`src/rtl/ieee_rom_tdm_if.sv`:
```
// ieee_rom_tdm_if: shared ROM bus between the TDM arbiter and the ROM set.
//   master (arbiter): drives rom_addr, rom_sel, rom_type, rom_type_d; receives rom_q
//   slave  (ROM)    : receives address/select/type, drives rom_q
//   rom_addr   AW  shared ROM address
//   rom_sel    CW  channel index currently on rom_addr
//   rom_type   TW  ROM type of the channel on rom_addr
//   rom_type_d TW  rom_type delayed by the ROM read latency (aligned with rom_q)
//   rom_q      DW  ROM read data
interface ieee_rom_tdm_if #(
    parameter int AW = 14,
    parameter int DW = 8,
    parameter int TW = 1,
    parameter int CW = 2
);
    logic [AW-1:0] rom_addr;
    logic [CW-1:0] rom_sel;
    logic [TW-1:0] rom_type;
    logic [TW-1:0] rom_type_d;
    logic [DW-1:0] rom_q;

    modport master (
        output rom_addr,
        output rom_sel,
        output rom_type,
        output rom_type_d,
        input  rom_q
    );

    modport slave (
        input  rom_addr,
        input  rom_sel,
        input  rom_type,
        input  rom_type_d,
        output rom_q
    );
endinterface

```
`src/rtl/ieee_rom_tdm.sv`:
```
// ieee_rom_tdm: time-division ROM arbiter. One shared ROM set serves NCH drive CPUs.
// On each ph2 strobe the enabled channels' addresses/types are snapshotted and issued
// one per clk_sys cycle in ascending index order; returning ROM data updates the
// matching per-channel data register with a one-cycle drv_valid pulse.
//
// Ports:
//   clk_sys    in   system clock
//   reset_n    in   asynchronous active-low reset
//   ph2        in   one-cycle sweep start strobe
//   ch_en      in   NCH     per-channel enable (sampled at ph2)
//   drv_addr   in   NCH*AW  channel addresses, channel i at [i*AW +: AW] (sampled at ph2)
//   drv_type   in   NCH*TW  channel ROM type (sampled at ph2)
//   rom        ieee_rom_tdm_if.master  shared ROM bus (addr/sel/type/type_d out, q in)
//   drv_data   out  NCH*DW  per-channel data registers
//   drv_valid  out  NCH     one-cycle update pulse per channel
//   busy       out  sweep or pipeline drain in progress
//   ovr        out  sticky overrun flag (ph2 seen while busy)
//   ovr_clr    in   clears ovr
//
// Build option: define ROMTDM_OVR_EN to enable the overrun flag; otherwise ovr is 0
// and ovr_clr is ignored.
module ieee_rom_tdm #(
    parameter int NCH  = 4,
    parameter int AW   = 14,
    parameter int DW   = 8,
    parameter int TW   = 1,
    parameter int RLAT = 1
) (
    input  logic              clk_sys,
    input  logic              reset_n,
    input  logic              ph2,
    input  logic [NCH-1:0]    ch_en,
    input  logic [NCH*AW-1:0] drv_addr,
    input  logic [NCH*TW-1:0] drv_type,
    ieee_rom_tdm_if.master    rom,
    output logic [NCH*DW-1:0] drv_data,
    output logic [NCH-1:0]    drv_valid,
    output logic              busy,
    output logic              ovr,
    input  logic              ovr_clr
);
    localparam int CW = (NCH > 1) ? $clog2(NCH) : 1;

    typedef enum logic [1:0] {IDLE, ISSUE, DRAIN} state_t;

    state_t state, state_nx;

    // Snapshot of the sweep: channels still to issue, plus their addresses/types.
    logic [NCH-1:0]    rem_q;
    logic [NCH*AW-1:0] addr_q;
    logic [NCH*TW-1:0] type_q;

    // Read pipeline aligned with the ROM latency.
    logic [RLAT-1:0] pv;
    logic [CW-1:0]   ps [RLAT];
    logic [TW-1:0]   pt [RLAT];
    logic            iss_v;

    logic              start;
    logic              issue_go;
    logic              pipe_busy;
    logic [NCH-1:0]    src_mask;
    logic [NCH*AW-1:0] src_addr;
    logic [NCH*TW-1:0] src_type;
    logic [CW-1:0]     pick_idx;
    logic [NCH-1:0]    pick_hot;
    logic [AW-1:0]     pick_addr;
    logic [TW-1:0]     pick_type;

    assign start     = (state == IDLE) && ph2 && (|ch_en);
    assign pipe_busy = iss_v || (|pv);
    assign busy      = (state != IDLE);

    // The first channel is issued from the live inputs in the ph2 cycle so that it
    // reaches rom_addr one cycle after ph2; later channels come from the snapshot.
    always_comb begin
        src_mask  = (state == IDLE) ? ch_en    : rem_q;
        src_addr  = (state == IDLE) ? drv_addr : addr_q;
        src_type  = (state == IDLE) ? drv_type : type_q;
        pick_idx  = '0;
        pick_hot  = '0;
        pick_addr = '0;
        pick_type = '0;
        // Descending scan: the lowest set bit is the last one written.
        for (int unsigned i = NCH; i > 0; i--) begin
            if (src_mask[i-1]) begin
                pick_idx       = CW'(i-1);
                pick_hot       = '0;
                pick_hot[i-1]  = 1'b1;
                pick_addr      = src_addr[(i-1)*AW +: AW];
                pick_type      = src_type[(i-1)*TW +: TW];
            end
        end
        issue_go = start || ((state == ISSUE) && (|rem_q));
    end

    always_ff @(posedge clk_sys or negedge reset_n) begin
        if (!reset_n) begin
            state <= IDLE;
        end else begin
            state <= state_nx;
        end
    end

    always_comb begin
        state_nx = state;
        unique case (state)
            IDLE:    if (start)        state_nx = ISSUE;
            ISSUE:   if (!(|rem_q))    state_nx = DRAIN;
            DRAIN:   if (!pipe_busy)   state_nx = IDLE;
            default:                   state_nx = IDLE;
        endcase
    end

    always_ff @(posedge clk_sys or negedge reset_n) begin
        if (!reset_n) begin
            rem_q        <= '0;
            addr_q       <= '0;
            type_q       <= '0;
            iss_v        <= 1'b0;
            rom.rom_addr <= '0;
            rom.rom_sel  <= '0;
            rom.rom_type <= '0;
            pv           <= '0;
            for (int unsigned i = 0; i < RLAT; i++) begin
                ps[i] <= '0;
                pt[i] <= '0;
            end
            drv_data     <= '0;
            drv_valid    <= '0;
        end else begin
            if (start) begin
                addr_q <= drv_addr;
                type_q <= drv_type;
            end
            iss_v <= issue_go;
            if (issue_go) begin
                rom.rom_addr <= pick_addr;
                rom.rom_sel  <= pick_idx;
                rom.rom_type <= pick_type;
                rem_q        <= src_mask & ~pick_hot;
            end

            pv[0] <= iss_v;
            ps[0] <= rom.rom_sel;
            pt[0] <= rom.rom_type;
            for (int unsigned i = 1; i < RLAT; i++) begin
                pv[i] <= pv[i-1];
                ps[i] <= ps[i-1];
                pt[i] <= pt[i-1];
            end

            drv_valid <= '0;
            if (pv[RLAT-1]) begin
                for (int unsigned i = 0; i < NCH; i++) begin
                    if (ps[RLAT-1] == CW'(i)) begin
                        drv_data[i*DW +: DW] <= rom.rom_q;
                        drv_valid[i]         <= 1'b1;
                    end
                end
            end
        end
    end

    assign rom.rom_type_d = pt[RLAT-1];

`ifdef ROMTDM_OVR_EN
    // Set has priority over a simultaneous clear.
    always_ff @(posedge clk_sys or negedge reset_n) begin
        if (!reset_n) begin
            ovr <= 1'b0;
        end else if (ph2 && (state != IDLE)) begin
            ovr <= 1'b1;
        end else if (ovr_clr) begin
            ovr <= 1'b0;
        end
    end
`else
    logic unused_ovr_clr;
    assign unused_ovr_clr = ovr_clr;
    assign ovr            = 1'b0;
`endif

endmodule
```
`src/flat_wrapper.sv`:
```
// flat-port wrapper written by rule: the top's interface ports become plain ports
module ieee_rom_tdm_flat 
#(
    parameter int NCH  = 4,
    parameter int AW   = 14,
    parameter int DW   = 8,
    parameter int TW   = 1,
    parameter int RLAT = 1
)
  (clk_sys, reset_n, ph2, ch_en, drv_addr, drv_type, drv_data, drv_valid, busy, ovr, ovr_clr, rom_rom_addr, rom_rom_sel, rom_rom_type, rom_rom_type_d, rom_rom_q);
  ieee_rom_tdm_if #(.AW(AW), .DW(DW), .TW(TW)) rom_i ();
  input  logic clk_sys;
  input  logic reset_n;
  input  logic ph2;
  input  logic [NCH-1:0] ch_en;
  input  logic [NCH*AW-1:0] drv_addr;
  input  logic [NCH*TW-1:0] drv_type;
  output logic [NCH*DW-1:0] drv_data;
  output logic [NCH-1:0] drv_valid;
  output logic busy;
  output logic ovr;
  input  logic ovr_clr;
  output wire logic [$bits(rom_i.rom_addr)-1:0] rom_rom_addr;
  output wire logic [$bits(rom_i.rom_sel)-1:0] rom_rom_sel;
  output wire logic [$bits(rom_i.rom_type)-1:0] rom_rom_type;
  output wire logic [$bits(rom_i.rom_type_d)-1:0] rom_rom_type_d;
  input wire logic [$bits(rom_i.rom_q)-1:0] rom_rom_q;
  assign rom_rom_addr = rom_i.rom_addr;
  assign rom_rom_sel = rom_i.rom_sel;
  assign rom_rom_type = rom_i.rom_type;
  assign rom_rom_type_d = rom_i.rom_type_d;
  assign rom_i.rom_q = rom_rom_q;
  ieee_rom_tdm #(.NCH(NCH), .AW(AW), .DW(DW), .TW(TW), .RLAT(RLAT)) u_core (.clk_sys(clk_sys), .reset_n(reset_n), .ph2(ph2), .ch_en(ch_en), .drv_addr(drv_addr), .drv_type(drv_type), .rom(rom_i), .drv_data(drv_data), .drv_valid(drv_valid), .busy(busy), .ovr(ovr), .ovr_clr(ovr_clr));
endmodule
```
`config.mk`:
```
export PLATFORM = sky130hd
export DESIGN_NAME = ieee_rom_tdm_flat
export DESIGN_NICKNAME = d
export VERILOG_FILES = /design/src/rtl/ieee_rom_tdm_if.sv /design/src/rtl/ieee_rom_tdm.sv /design/src/flat_wrapper.sv
export SDC_FILE = /design/constraint.sdc
export NUM_CORES = 1
export LEC_CHECK = 0
export ABC_AREA = 1
export ABC_CLOCK_PERIOD_IN_PS = 4200
export BUFFER_PORTS_ARGS = -buffer_cell sky130_fd_sc_hd__buf_4
export CORE_MARGIN = 2
export CORE_UTILIZATION = 35
export DETAILED_ROUTE_END_ITERATION = 8
export MAX_ROUTING_LAYER = met4
export PLACE_DENSITY = 0.66
export SETUP_SLACK_MARGIN = 0.5
export SLEW_MARGIN = 20
export SYNTH_ARGS = -nofsm -noshare
export SYNTH_HDL_FRONTEND = slang
export SYNTH_SLANG_ARGS = --single-unit
export TNS_END_PERCENT = 50
```
`constraint.sdc`:
```
create_clock -name clk_sys -period 4.2 [get_ports clk_sys]
set_clock_uncertainty 0.1 [all_clocks]
set_input_delay 0.63 -clock clk_sys [delete_from_list [all_inputs] [get_ports clk_sys]]
set_output_delay 0.63 -clock clk_sys [all_outputs]
set_load 0.01 [all_outputs]
```
After elaboration in Yosys (flattened, before gate mapping). Index checks and enable logic that the tools add are counted.

Bits in registers: 124. Input port bits: 76. Output and inout port bits: 56. Word-level logic and storage cells: 69.

Equality and inequality tests: 8. Multiplexer cells: 28. Bitwise logic cells: 2. Reduce and logical (&&, ||, !) cells: 15.

Operator list (count): two-way mux 14 bit (4); two-way mux 56 bit (1); two-way mux 4 bit (7); two-way mux 2 bit (7); two-way mux 1 bit (8); AND reduction 2 bit (4); OR reduction 4 bit (2); equality test 2 bit, second input constant (3); case mux 2 bit (3 select lines) (1); AND 4 bit (1); equality test 2 x 1 -> 1 bit, second input constant (2); logical NOT 2 bit (2); inequality test 2 bit, second input constant (2); NOT 4 bit (1); logical AND 1 bit (3); AND reduction 3 bit (1); logical OR 1 bit (2); inequality test 2 x 1 -> 1 bit, second input constant (1); nonzero test 2 bit (1).

Logic depth before layout (Yosys ltp).
Depth in word-level cells: 8. Depth in mapped cells: 13. Mapped depth without buffers: 11.

Worst setup path before layout. OpenSTA, ideal clock, no wires.

Kind: input to register. Start: input ch_en[0]. End: register u_core.addr_q[46]. Library setup time: 0.125 ns. Arrival time: 1.449 ns. Required time: 3.975 ns. Setup slack: 2.526 ns. Stages on the path: 5. Buffers on the path: 1. Cells stage by stage: nor2_1 -> nand2_1 -> nand3_4 -> buf_2 -> mux2_2.

Word-level cells in the longest chain between the ends: 2.

RTL lines: start: declaration (RTL line flat_wrapper.sv:15) `input logic [NCH-1:0] ch_en;`; OR reduction 4 bit (RTL line ieee_rom_tdm.sv:70) `assign start = (state == IDLE) && ph2 && (|ch_en);`; logical AND 1 bit (RTL line ieee_rom_tdm.sv:70); end signal: assignment (RTL line ieee_rom_tdm.sv:133) `addr_q <= drv_addr;`; end: declaration (RTL line ieee_rom_tdm.sv:50) `logic [NCH*AW-1:0] addr_q;`.

Every way passes these cells. A chain may end at the register's enable or synchronous reset.

Final worst setup path.
Start: register u_core.state[0]. End: register u_core.rom.rom_addr[12].

Elaborated cells on any way between the ends: 12. Those cells by class: eq/ne (1); mux (6); reduce/logical (5).

RTL lines: start: declaration (RTL line ieee_rom_tdm.sv:46) `state_t state, state_nx;`; start signal: assignment (RTL line ieee_rom_tdm.sv:101) `state <= state_nx;`; logical NOT 2 bit (RTL line ieee_rom_tdm.sv:70); logical AND 1 bit (2 in a row) (RTL line ieee_rom_tdm.sv:70); logical OR 1 bit (*) (RTL line ieee_rom_tdm.sv:94) `issue_go = start || ((state == ISSUE) && (|rem_q));`; net u_core.issue_go (RTL line ieee_rom_tdm.sv:60) `logic issue_go;`; end signal: assignment (RTL line ieee_rom_tdm.sv:138) `rom.rom_addr <= pick_addr;`; end: declaration (RTL line ieee_rom_tdm_if.sv:22) `output rom_addr,`.

Mark *: on every way through the listed nets, which the timed path passes. The rest lies on a longest branch.

==> summary by stage <==
Job
The number of max-capacitance violations reported is 0.

Yosys
A synthesized cell averages 8.07 sq um. The mapped cell area is 5240 sq um. Counting distinct cell types in the post-synthesis netlist gives 26. The total nets after synthesis is 726.

Yosys printed 0 warnings. The proportion of synthesized chip area in sequential cells is 51.6%. Counting flops and latches in the post-synthesis netlist gives 108. The gate count after technology mapping is 650.

Routing
The total via count after detailed routing is 4,460. The detail-routed net length per standard cell is 13.5 um. For this block, the routed nets add up to 12,800 um of wire. Before antenna repair, the detailed router went through 5 iterations. In the routed design, unresolved DRC markers number 0. The detail route stage leaves a number of antenna-violating nets equal to 0. The via density per instance is 4.71. After the first detailed-routing iteration, the DRC count stood at 322.

STA
Measured against its own limit, the worst slew margin works out to 30.1%. Hold is met by 0.178 ns. Setup repair after global routing left no endpoint under its margin. For the final routed database, the setup TNS stands at 0 ns. The final worst slack is 1.76 ns. Setup violations remaining at the end of the flow were counted as 0.

The final hold violation count was 0. Dividing the final minimum period by the clock period gives 58.1%. The slew at the pin closest to its max-slew limit is 1.05 ns. The max-slew violation count is 0.

Static timing analysis puts the maximum clock frequency at 409 MHz. The smallest clock period supported by the final layout is computed as 2.44 ns.

Floorplan
The die height is 126 um. The number of standard-cell rows in the floorplan is 44. The floorplan core area is 14,600 sq um. The die covers 16,000 sq um.

Pin placement for this block handled 132 I/O pins. The initial utilization of the core area, before any placement, comes to 35.9%. In this run the horizontal extent of the chip is 126 um.

GRT
The maximum number of pins on one net before global-route repair is 78. The initial antenna violation count is 0. The total overflow reported by the global router is 0.

The via count of the first global-routing pass is 4,168. The global-route total usage across every layer is 17.0%. The first-pass GRT wire length is 21,100 um.

Power
The leakage power is 3.50 nW. The worst-case IR drop observed on VDD is 280 uV. The power density over cell area is 768 nW/um^2.

Clocking
TritonCTS built the clock tree. The maximum level of the CTS H-tree is 3. The clock passes through at most 2 buffers. In this run, post-CTS repair resized a total of 0 instances. The cell sitting at the root of the clock tree is a clkbuf_16.

At the later pin of the worst-skew pair, clock insertion delay measures 0.35 ns. The number of clock buffers inserted by TritonCTS is 9. Buffers inserted to repair hold after CTS numbered 0. The clock transition at the register clock pins on the worst setup and hold paths after CTS is 0.07 ns. The number of buffers inserted to repair setup after CTS is 0. The clock drives 108 sinks.

Critical path
The number of buffers and inverters on the critical path is 3. For this design, the slowest cell found on the critical path is buf_4. The delay of the slowest cell on the worst path is 0.58 ns. The slack of the worst reg-to-reg path is 1.76 ns. The reg-to-reg endpoint is u_core.rom.rom_addr[12]$_DFFE_PN0P_. The arrival time at the worst endpoint is 2.59 ns. The kind of critical path is flop to flop. The worst-case reg-to-reg path depth is 9. For the worst setup path, the data required time is 4.34 ns. The depth of the critical timing path with buffers and inverters included is 9.

STA classifies the critical path startpoint as a flop. Traced cell by cell, the critical path runs through buf_4, nor2_8, nand3_4, buf_4, nand2_4, inv_2, a21oi_1, nand2_1, nand2_1. The worst register-to-register path begins at u_core.state[0]$_DFFE_PN0P_.

In this run the worst path has a maximum fanout of 77. STA classifies the critical path endpoint as a flop. Broken down by cell family, the worst path's largest delay share belongs to buffers and inverters.

Cells and area
The area of all sequential standard cells is 2700 sq um. The library cell used most frequently in the layout, excluding fill and tap cells, is nand2_1. The end-of-flow core utilization is 45.1%. The layout filler cell count is 1,494. At the end of the flow, the number of nets in the layout was 833. The post-route netlist has 23.5% of its cells at a drive strength greater than 1.

The number of inserted diodes is 0. The growth of design area from synthesis to finish is 25.5%. In the final layout, the multi-input gates occupy 2050 sq um.

In the layout the commonest cells are nand2_1 (238), buf_4 (134), o21ai_0 (110).

Placed design
The post-detailed-placement half-perimeter wirelength is 8910 um. The worst slack after detailed placement is 1.51 ns. The global placement routability congestion is 0.780. The number of buffers added on ports is 129.

Min path
The classification of the worst-slack hold path is input pin to asynchronous set/reset pin.

Outcome
The flow ran to the end, and the final reports show no timing, DRC or antenna violations.
==> per-stage QoR <==
| stage | instance area [sq um] | power, mW | cells |
|---|---|---|---|
| final | 6580 | 5.05 | 946 |
| after global placement | 6250 | 4.09 | 930 |
| after CTS | 6580 | 5.11 | 946 |
| after global routing | 6580 | 5.50 | 946 |
| after floorplan | 5240 | 3.40 | 650 |
| after detailed placement | 6250 | 4.14 | 930 |
==> worst max path at each step <==
stage | endpoint | startpoint
2_1_floorplan | u_core.addr_q[46]$_DFFE_PN0P_ | ch_en[0]
3_3_place_gp | u_core.rom.rom_addr[11]$_DFFE_PN0P_ | ch_en[1]
3_5_place_dp | u_core.rom.rom_addr[3]$_DFFE_PN0P_ | ch_en[1]
4_1_cts | u_core.rom.rom_addr[8]$_DFFE_PN0P_ | u_core.state[0]$_DFFE_PN0P_
5_1_grt | u_core.rom.rom_addr[11]$_DFFE_PN0P_ | u_core.state[0]$_DFFE_PN0P_
6_report | u_core.rom.rom_addr[12]$_DFFE_PN0P_ | u_core.state[0]$_DFFE_PN0P_
==> state kept, by name, indices dropped and copies added, names as in the netlist <==
register,count
u_core.rem_q,3
u_core.rom.rom_type_d,1
u_core.rom.rom_sel,2
u_core.drv_data,32
u_core.ps,2
u_core.type_q,3
u_core.iss_v,1
u_core.rom.rom_type,1
u_core.state,2
u_core.addr_q,42
u_core.rom.rom_addr,14
u_core.pv,1
u_core.drv_valid,4
==> final cells by class <==
cell class,count,area share [%]
sequential,108,41.1
multi-input combinational,435,31.1
timing repair buffer,134,15.3
inverter,69,3.97
clock buffer,12,3.90
tap,184,3.50
clock inverter,4,1.18
==> metal layers <==
layer | vias to the layer above | GRT usage [%] | share of wire (%) | wire length [um]
li1 | 2272 | - | - | -
met1 | 2028 | 23.1 | 46 | 5930
met2 | 146 | 25.7 | 45 | 5710
met3 | 14 | 3.50 | 7.3 | 925
met4 | 0 | 5.17 | 1.5 | 191
met5 | - | - | 0 | 0
==> cells in the mapped netlist <==
cell type  count  share of area [%]
a21oi_1       31                3.0
inv_2          4               0.29
nor3_1         4               0.38
dfrtp_1      108                 52
nor2_8         1               0.38
conb_1         1              0.072
nor2_1         3               0.21
o21ai_1        3               0.29
buf_6          6                1.3
nand2_2        2               0.24
o21ai_0      110                 11
clkbuf_2       1              0.095
inv_4          1               0.12
buf_4          4               0.57
nand2_4        5                1.1
buf_8          1               0.29
o21ai_4        1               0.31
buf_2         14                1.3
clkbuf_1      12               0.86
o211ai_1       1               0.14
inv_1         64                4.6
mux2_2        15                3.2
nand2_1      238                 17
nand3_4        1               0.33
o31ai_1        1               0.14
nand3_1       18                1.7
==> where the power goes <==
group	switching, mW	leakage [nW]	internal (mW)
logic	1.40	2.00	0.912
clock network	0.394	0.164	0.561
registers	0.252	1.33	1.54
==> kinds of logic (layout without fill, tap and decap cells) <==
logic type / Yosys count / count (layout) / share of synthesized area [%]
simple gates: 272 / 272 / 21.4
buf+inv: 107 / 219 / 9.43
other cells: 1 / 1 / 0.0715
flops: 108 / 108 / 51.6
compound gates: 147 / 147 / 14.3
mux: 15 / 15 / 3.22
No activity file was read; power rests on OpenSTA's default activity.
